$ cat src/rtl/esc_diff_responder.sv
// Receiving end of the differential escalation link.
// Decodes the esc_p/esc_n pair into ping or escalation and answers on the
// registered resp_p/resp_n pair. It also flags link integrity errors and
// optionally flags missing pings with a timeout counter.
module esc_diff_responder #(
    parameter int TimeoutCycles = 0
) (
    input  logic clk_i,
    input  logic rst_ni,
    input  logic esc_p_i,
    input  logic esc_n_i,
    output logic resp_p_o,
    output logic resp_n_o,
    output logic esc_req_o,
    output logic sigint_o,
    output logic timeout_o
);

    typedef enum logic [1:0] {
        Idle,
        Check,
        EscResp,
        SigInt
    } state_e;

    state_e state_q;

    logic act;
    logic inact;
    logic err;

    assign act   = esc_p_i & ~esc_n_i;
    assign inact = ~esc_p_i & esc_n_i;
    assign err   = ~(esc_p_i ^ esc_n_i);

    // Protocol FSM with registered response rails
    always_ff @(posedge clk_i or negedge rst_ni) begin
        if (!rst_ni) begin
            state_q  <= Idle;
            resp_p_o <= 1'b0;
            resp_n_o <= 1'b1;
        end else begin
            unique case (state_q)
                Idle: begin
                    if (act) begin
                        state_q  <= Check;
                        resp_p_o <= 1'b1;
                        resp_n_o <= 1'b0;
                    end else if (err) begin
                        state_q  <= SigInt;
                        resp_p_o <= 1'b1;
                        resp_n_o <= 1'b1;
                    end else begin
                        resp_p_o <= 1'b0;
                        resp_n_o <= 1'b1;
                    end
                end
                Check: begin
                    if (act) begin
                        state_q  <= EscResp;
                        resp_p_o <= 1'b0;
                        resp_n_o <= 1'b1;
                    end else if (inact) begin
                        state_q  <= Idle;
                        resp_p_o <= 1'b0;
                        resp_n_o <= 1'b1;
                    end else begin
                        state_q  <= SigInt;
                        resp_p_o <= 1'b1;
                        resp_n_o <= 1'b1;
                    end
                end
                EscResp: begin
                    if (act) begin
                        // differential toggle: entry left (0,1), so (1,0) follows
                        resp_p_o <= ~resp_p_o;
                        resp_n_o <= resp_p_o;
                    end else if (inact) begin
                        state_q  <= Idle;
                        resp_p_o <= 1'b0;
                        resp_n_o <= 1'b1;
                    end else begin
                        state_q  <= SigInt;
                        resp_p_o <= 1'b1;
                        resp_n_o <= 1'b1;
                    end
                end
                SigInt: begin
                    if (err) begin
                        // common-mode toggle: entry left (1,1), so (0,0) follows
                        resp_p_o <= ~resp_p_o;
                        resp_n_o <= ~resp_p_o;
                    end else begin
                        state_q  <= Idle;
                        resp_p_o <= 1'b0;
                        resp_n_o <= 1'b1;
                    end
                end
                default: begin
                    state_q  <= Idle;
                    resp_p_o <= 1'b0;
                    resp_n_o <= 1'b1;
                end
            endcase
        end
    end

    assign sigint_o  = (state_q == SigInt);
    assign esc_req_o = (state_q == EscResp) | (state_q == SigInt) | timeout_o;

    if (TimeoutCycles > 0) begin : g_timeout
        localparam int                CntW     = $clog2(TimeoutCycles + 1);
        localparam logic [CntW-1:0] Terminal = CntW'(TimeoutCycles - 1);

        logic [CntW-1:0] cnt_q;
        logic            armed_q;
        logic            timeout_q;
        logic            ping_done;
        logic            hold;

        assign ping_done = (state_q == Check) & inact;
        assign hold      = (state_q == EscResp) | (state_q == SigInt);

        // Ping watchdog: armed by the first completed ping, frozen during escalation
        always_ff @(posedge clk_i or negedge rst_ni) begin
            if (!rst_ni) begin
                cnt_q     <= '0;
                armed_q   <= 1'b0;
                timeout_q <= 1'b0;
            end else begin
                if (ping_done) begin
                    armed_q <= 1'b1;
                end
                if (armed_q && !timeout_q) begin
                    if (ping_done) begin
                        cnt_q <= '0;
                    end else if (!hold) begin
                        if (cnt_q == Terminal) begin
                            timeout_q <= 1'b1;
                        end else if (cnt_q != '1) begin
                            cnt_q <= cnt_q + CntW'(1);
                        end
                    end
                end
            end
        end

        assign timeout_o = timeout_q;
    end else begin : g_no_timeout
        assign timeout_o = 1'b0;
    end

endmodule
$ cat config.mk
export PLATFORM = sky130hd
export DESIGN_NAME = esc_diff_responder
export DESIGN_NICKNAME = d
export VERILOG_FILES = /design/src/rtl/esc_diff_responder.sv
export SDC_FILE = /design/constraint.sdc
export NUM_CORES = 1
export LEC_CHECK = 0
export CELL_PAD_IN_SITES_DETAIL_PLACEMENT = 0
export CELL_PAD_IN_SITES_GLOBAL_PLACEMENT = 1
export CORE_AREA = 2 2 39 41
export DETAILED_ROUTE_END_ITERATION = 12
export DIE_AREA = 0 0 41 43
export HOLD_SLACK_MARGIN = 0.1
export PLACE_DENSITY_LB_ADDON = 0.1
export SLEW_MARGIN = 10
export SYNTH_ARGS = -nofsm -noshare
export SYNTH_HDL_FRONTEND = slang
export SYNTH_SLANG_ARGS = --single-unit
$ cat constraint.sdc
create_clock -name clk_i -period 1.3 [get_ports clk_i]
set_clock_uncertainty 0.2 [all_clocks]
set_input_delay 0.26 -clock clk_i [delete_from_list [all_inputs] [get_ports clk_i]]
set_output_delay 0.26 -clock clk_i [all_outputs]
set_load 0.005 [all_outputs]
# Yosys cells after proc, flatten, opt, wreduce, memory -nomap -nowiden
# Index checks and enable logic that the tools add are counted.
# word_totals
regBits,4
latch_bits,0
ramBits,0
rom_bits,0
inputBits,4
output_inout_bits,5
elab_cells,36
n_memories,0
# op_classes
add_sub_neg,0
n_mul,0
div_mod_pow,0
order_cmp,0
eq_ne,6
shifts,0
muxes,18
bitwise_logic,7
n_reduce_logical,2
# ops
op,n
$mux 2,6
$mux 1,9
$pmux 1 s4,2
$pmux 2 s4,1
$eq 2x2->1 const B,2
$ne 3x3->1 const B,1
$not 1->1,3
$reduce_and 3->1,1
$and 1x1->1,2
$eq 2x1->1 const B,1
$logic_not 2->1,1
$ne 2x1->1 const B,1
$ne 2x2->1 const B,1
$or 1x1->1,1
$xor 1x1->1,1

# Logic depth before layout (Yosys ltp)
# depth
word_depth,5
ltp_mapped,5

# Worst setup path before layout
# OpenSTA, ideal clock, no wires.
# synth_timing
kind,input port to flip-flop
start,input port esc_p_i
end,register resp_p_o
arrival_time_ns,0.815
required_time_ns,1.001
slack_ns,0.185
path_stages,5
path_buffers,0
cell_sequence,inv_1 > ha_1 > inv_1 > a211oi_1 > a311oi_1
# synth_via
elab_chain_len,5
word_cells_on_any_way,11
classes_between,7 x mux; 4 x bitwise
# synth_lines
element,line_no,rtl
"start, declared",10,"input logic esc_p_i,"
$not 1->1,33,assign inact = ~esc_p_i & esc_n_i;
$and 1x1->1,33,
$mux 1,"63, 78",
"$mux 1, on equally long branches","74, 59",
$pmux 1 s4 (*),43,unique case (state_q)
"end signal, assigned",76,resp_p_o <= ~resp_p_o;
"end signal, assigned",91,resp_p_o <= ~resp_p_o;
"end, declared",12,"output logic resp_p_o,"
# Mark *: on every way between the ends. The rest lies on a longest branch, timed or not.
# A chain may end at the register's enable or synchronous reset.

# Final worst setup path
# layout_timing
start,register state_q[1]
end,output port esc_req_o
# layout_via
elab_chain_len,2
word_cells_on_any_way,3
classes_between,2 x eq/ne; 1 x bitwise
# layout_lines
element,line_no,rtl
"start, declared",26,state_e state_q;
"start signal, assigned",39,state_q <= Idle;
"start signal, assigned",46,state_q <= Check;
"start signal, assigned",50,state_q <= SigInt;
$eq 2x2->1,109,assign esc_req_o = (state_q == EscResp) | (state_q == SigInt) | timeout_o;
$or 1x1->1 (*),109,
"end, declared",14,"output logic esc_req_o,"
# Marked as above.

==> flow_summary.json <==
{
  "clk_pin_slew_worst_paths_ns": 0.04,
  "synth_seq_area_share_pct": 41.5,
  "drt_iter0_drc": 6,
  "io-pin-count": 9,
  "powerDensity_nw_per_um2": 2140,
  "violations": "setup timing",
  "path_max_fanout": 3,
  "setup_viol": 3,
  "cts_tree": "done",
  "fin_setup_tns_ns": -0.184,
  "path_cells": "buf_4, buf_6",
  "hold_class": "in -> reg",
  "clock_latency_ns": 0.24,
  "p_leak_nw": 0.222,
  "whs_ns": 0.394,
  "cts_max_level": 1,
  "yosysUniqueCellTypes": 17,
  "grt_overflow": 0,
  "viasPerCell": 4.05,
  "drive_gt1_share_pct": 45.8,
  "crit_path_top_delay_cell": "dfrtp_1",
  "peakVddDrop_mv": 0.742,
  "path_class": "reg -> out",
  "finalHoldViolCount": 0,
  "finalWirelength_um": 629,
  "dp.cells": 55,
  "drc_errors": 0,
  "clock_sinks": 4,
  "die_area_um2": 1760,
  "syn_to_final_growth_pct": 84.6,
  "cts_buffers": 3,
  "seq_area_um2": 101,
  "dp_hpwl_um": 412,
  "initial_core_util_pct": 17.6,
  "required_ns": 0.84,
  "synthCells": 29,
  "grt_setup_unrepaired": "yes",
  "yosysWarnings": 0,
  "postRouteAntennaNets": 0,
  "io_buffers": 7,
  "timing.final.crit_share_pct": 105,
  "grt_max_degree": 6,
  "rows": 14,
  "layout_commonest_cell": "buf_4",
  "drt-wirelength-per-cell_um": 9.83,
  "layout.nets": 55,
  "r2r_start": "state_q[1]",
  "final_util_pct": 32.5,
  "final_max_slew_viol_count": 0,
  "diodes": 0,
  "multi_input_area_um2": 130,
  "dr.pass1.iters": 4,
  "grt_pass1_vias": 268,
  "start_kind": "flip-flop",
  "gp_congestion": 0.794,
  "track_usage_pct": 9.46,
  "worst_slack_ns": -0.0701,
  "cap_violations": 0,
  "clockBufferDepth": 2,
  "end_kind": "primary output",
  "slowest_delay_ns": 0.41,
  "fmax_mhz": 730,
  "antenna_found_initial": 0,
  "final_cells": 64,
  "die_w_um": 41,
  "hold_start": "esc_n_i",
  "critPathLaunch": "state_q[1]",
  "n_fill_cell": 157,
  "synthesis.area_um2": 244,
  "dr_total_vias": 259,
  "ys_ff_latch": 4,
  "cp_data_arrival_time_ns": 0.91,
  "fp.dieH_um": 43,
  "fin_crit_ns": 1.37,
  "synth.avg_cell_area_um2": 8.41,
  "grt_pass1_wl_um": 1050,
  "clockRootBuffer": "clkbuf_4",
  "core_um2": 1380,
  "final_cell_mix": "9 x buf_4, 4 x inv_1",
  "syn-num-nets": 35,
  "status": "finished with violations"
}
[metal layers]
layer	global-route usage (%)	share of wire [%]	up-vias
li1	-	-	130
met1	11.3	41	123
met2	12.2	54	6
met3	3.14	5.2	0
met4	9.33	0	0
met5	0	0	-
[Yosys cell counts]
cell,instances,share of area (%)
nor2_1,1,1.5
mux2i_1,1,4.1
nand2_2,1,2.6
clkbuf_1,1,1.5
dfstp_2,1,11
clkbuf_2,1,2.0
a21oi_1,3,6.2
inv_1,5,7.7
nand2_1,4,6.2
conb_1,1,1.5
ha_1,2,10
dfrtp_1,3,31
a31oi_1,1,2.6
o22ai_1,1,2.6
buf_4,1,3.1
a211oi_1,1,3.1
a311oi_1,1,3.6
[critical path, delay by kind of cell (launching register included)]
family | cells | cell delay (ns)
flops | 1 | 0.41
buf+inv | 2 | 0.25
[power breakdown]
group          switching, mW  total [mW]  internal, mW  leakage (nW)
sequential            0.0449       0.237         0.192        0.0445
combinational          0.217       0.556         0.339         0.163
clock                 0.0552       0.171         0.115        0.0150
[stage by stage]
stage | setup WS [ns] | area, µm² | power [mW]
2_1_floorplan | 0.185 | 244 | 0.405
3_3_place_gp | -0.404 | 363 | 0.687
3_5_place_dp | -0.392 | 363 | 0.668
4_1_cts | -0.0491 | 433 | 0.913
5_1_grt | -0.102 | 450 | 1.05
6_report | -0.0701 | 450 | 0.964
[registers in the layout, summed over array words and instances, names as in the netlist]
signal	flops
resp_n_o	1
resp_p_o	1
state_q	2
[cell type report]
class                      count  share of cell area (%)
sequential                     4                    22.5
clock buffer                   4                    5.83
multi-input combinational     17                    28.9
timing repair buffer          18                    34.2
tap                           16                    4.44
inverter                       5                    4.17
[cell families (layout without fill, tap and decap cells)]
kind of cell             count (synthesis)  count (layout)  share of synthesized area [%]
AO/OA/AOI/OAI                            7               7                           18.0
adder cells (fa/ha/maj)                  2               2                           10.3
buffers and inverters                    8              27                           14.4
flip-flops                               4               4                           41.5
multiplexers                             1               1                           4.10
other                                    1               1                           1.54
AND/OR/NAND/NOR                          6               6                           10.3
[final timing paths]
check                             end  slack, ns  cells past startpoint
setup / recovery            esc_req_o      -0.07                      2
hold / removal             state_q[0]       0.39                      4
setup reg to reg             resp_p_o      -0.07                      4
hold reg to reg            state_q[0]       0.43                      3
max in group asynchronous    resp_n_o       0.10                      2
min in group asynchronous  state_q[1]       0.56                      2
[repair_timing]
action / 4_1_cts / 5_1_grt
resized for setup: 21 / 2
setup buffers: 3 / 1
setup endpoints to repair: 8 / 6
hold buffers: 1 / 0
pin swaps: 2 / 2
hold endpoints to repair: 3 / 0
(Power assumes the default switching activity.)
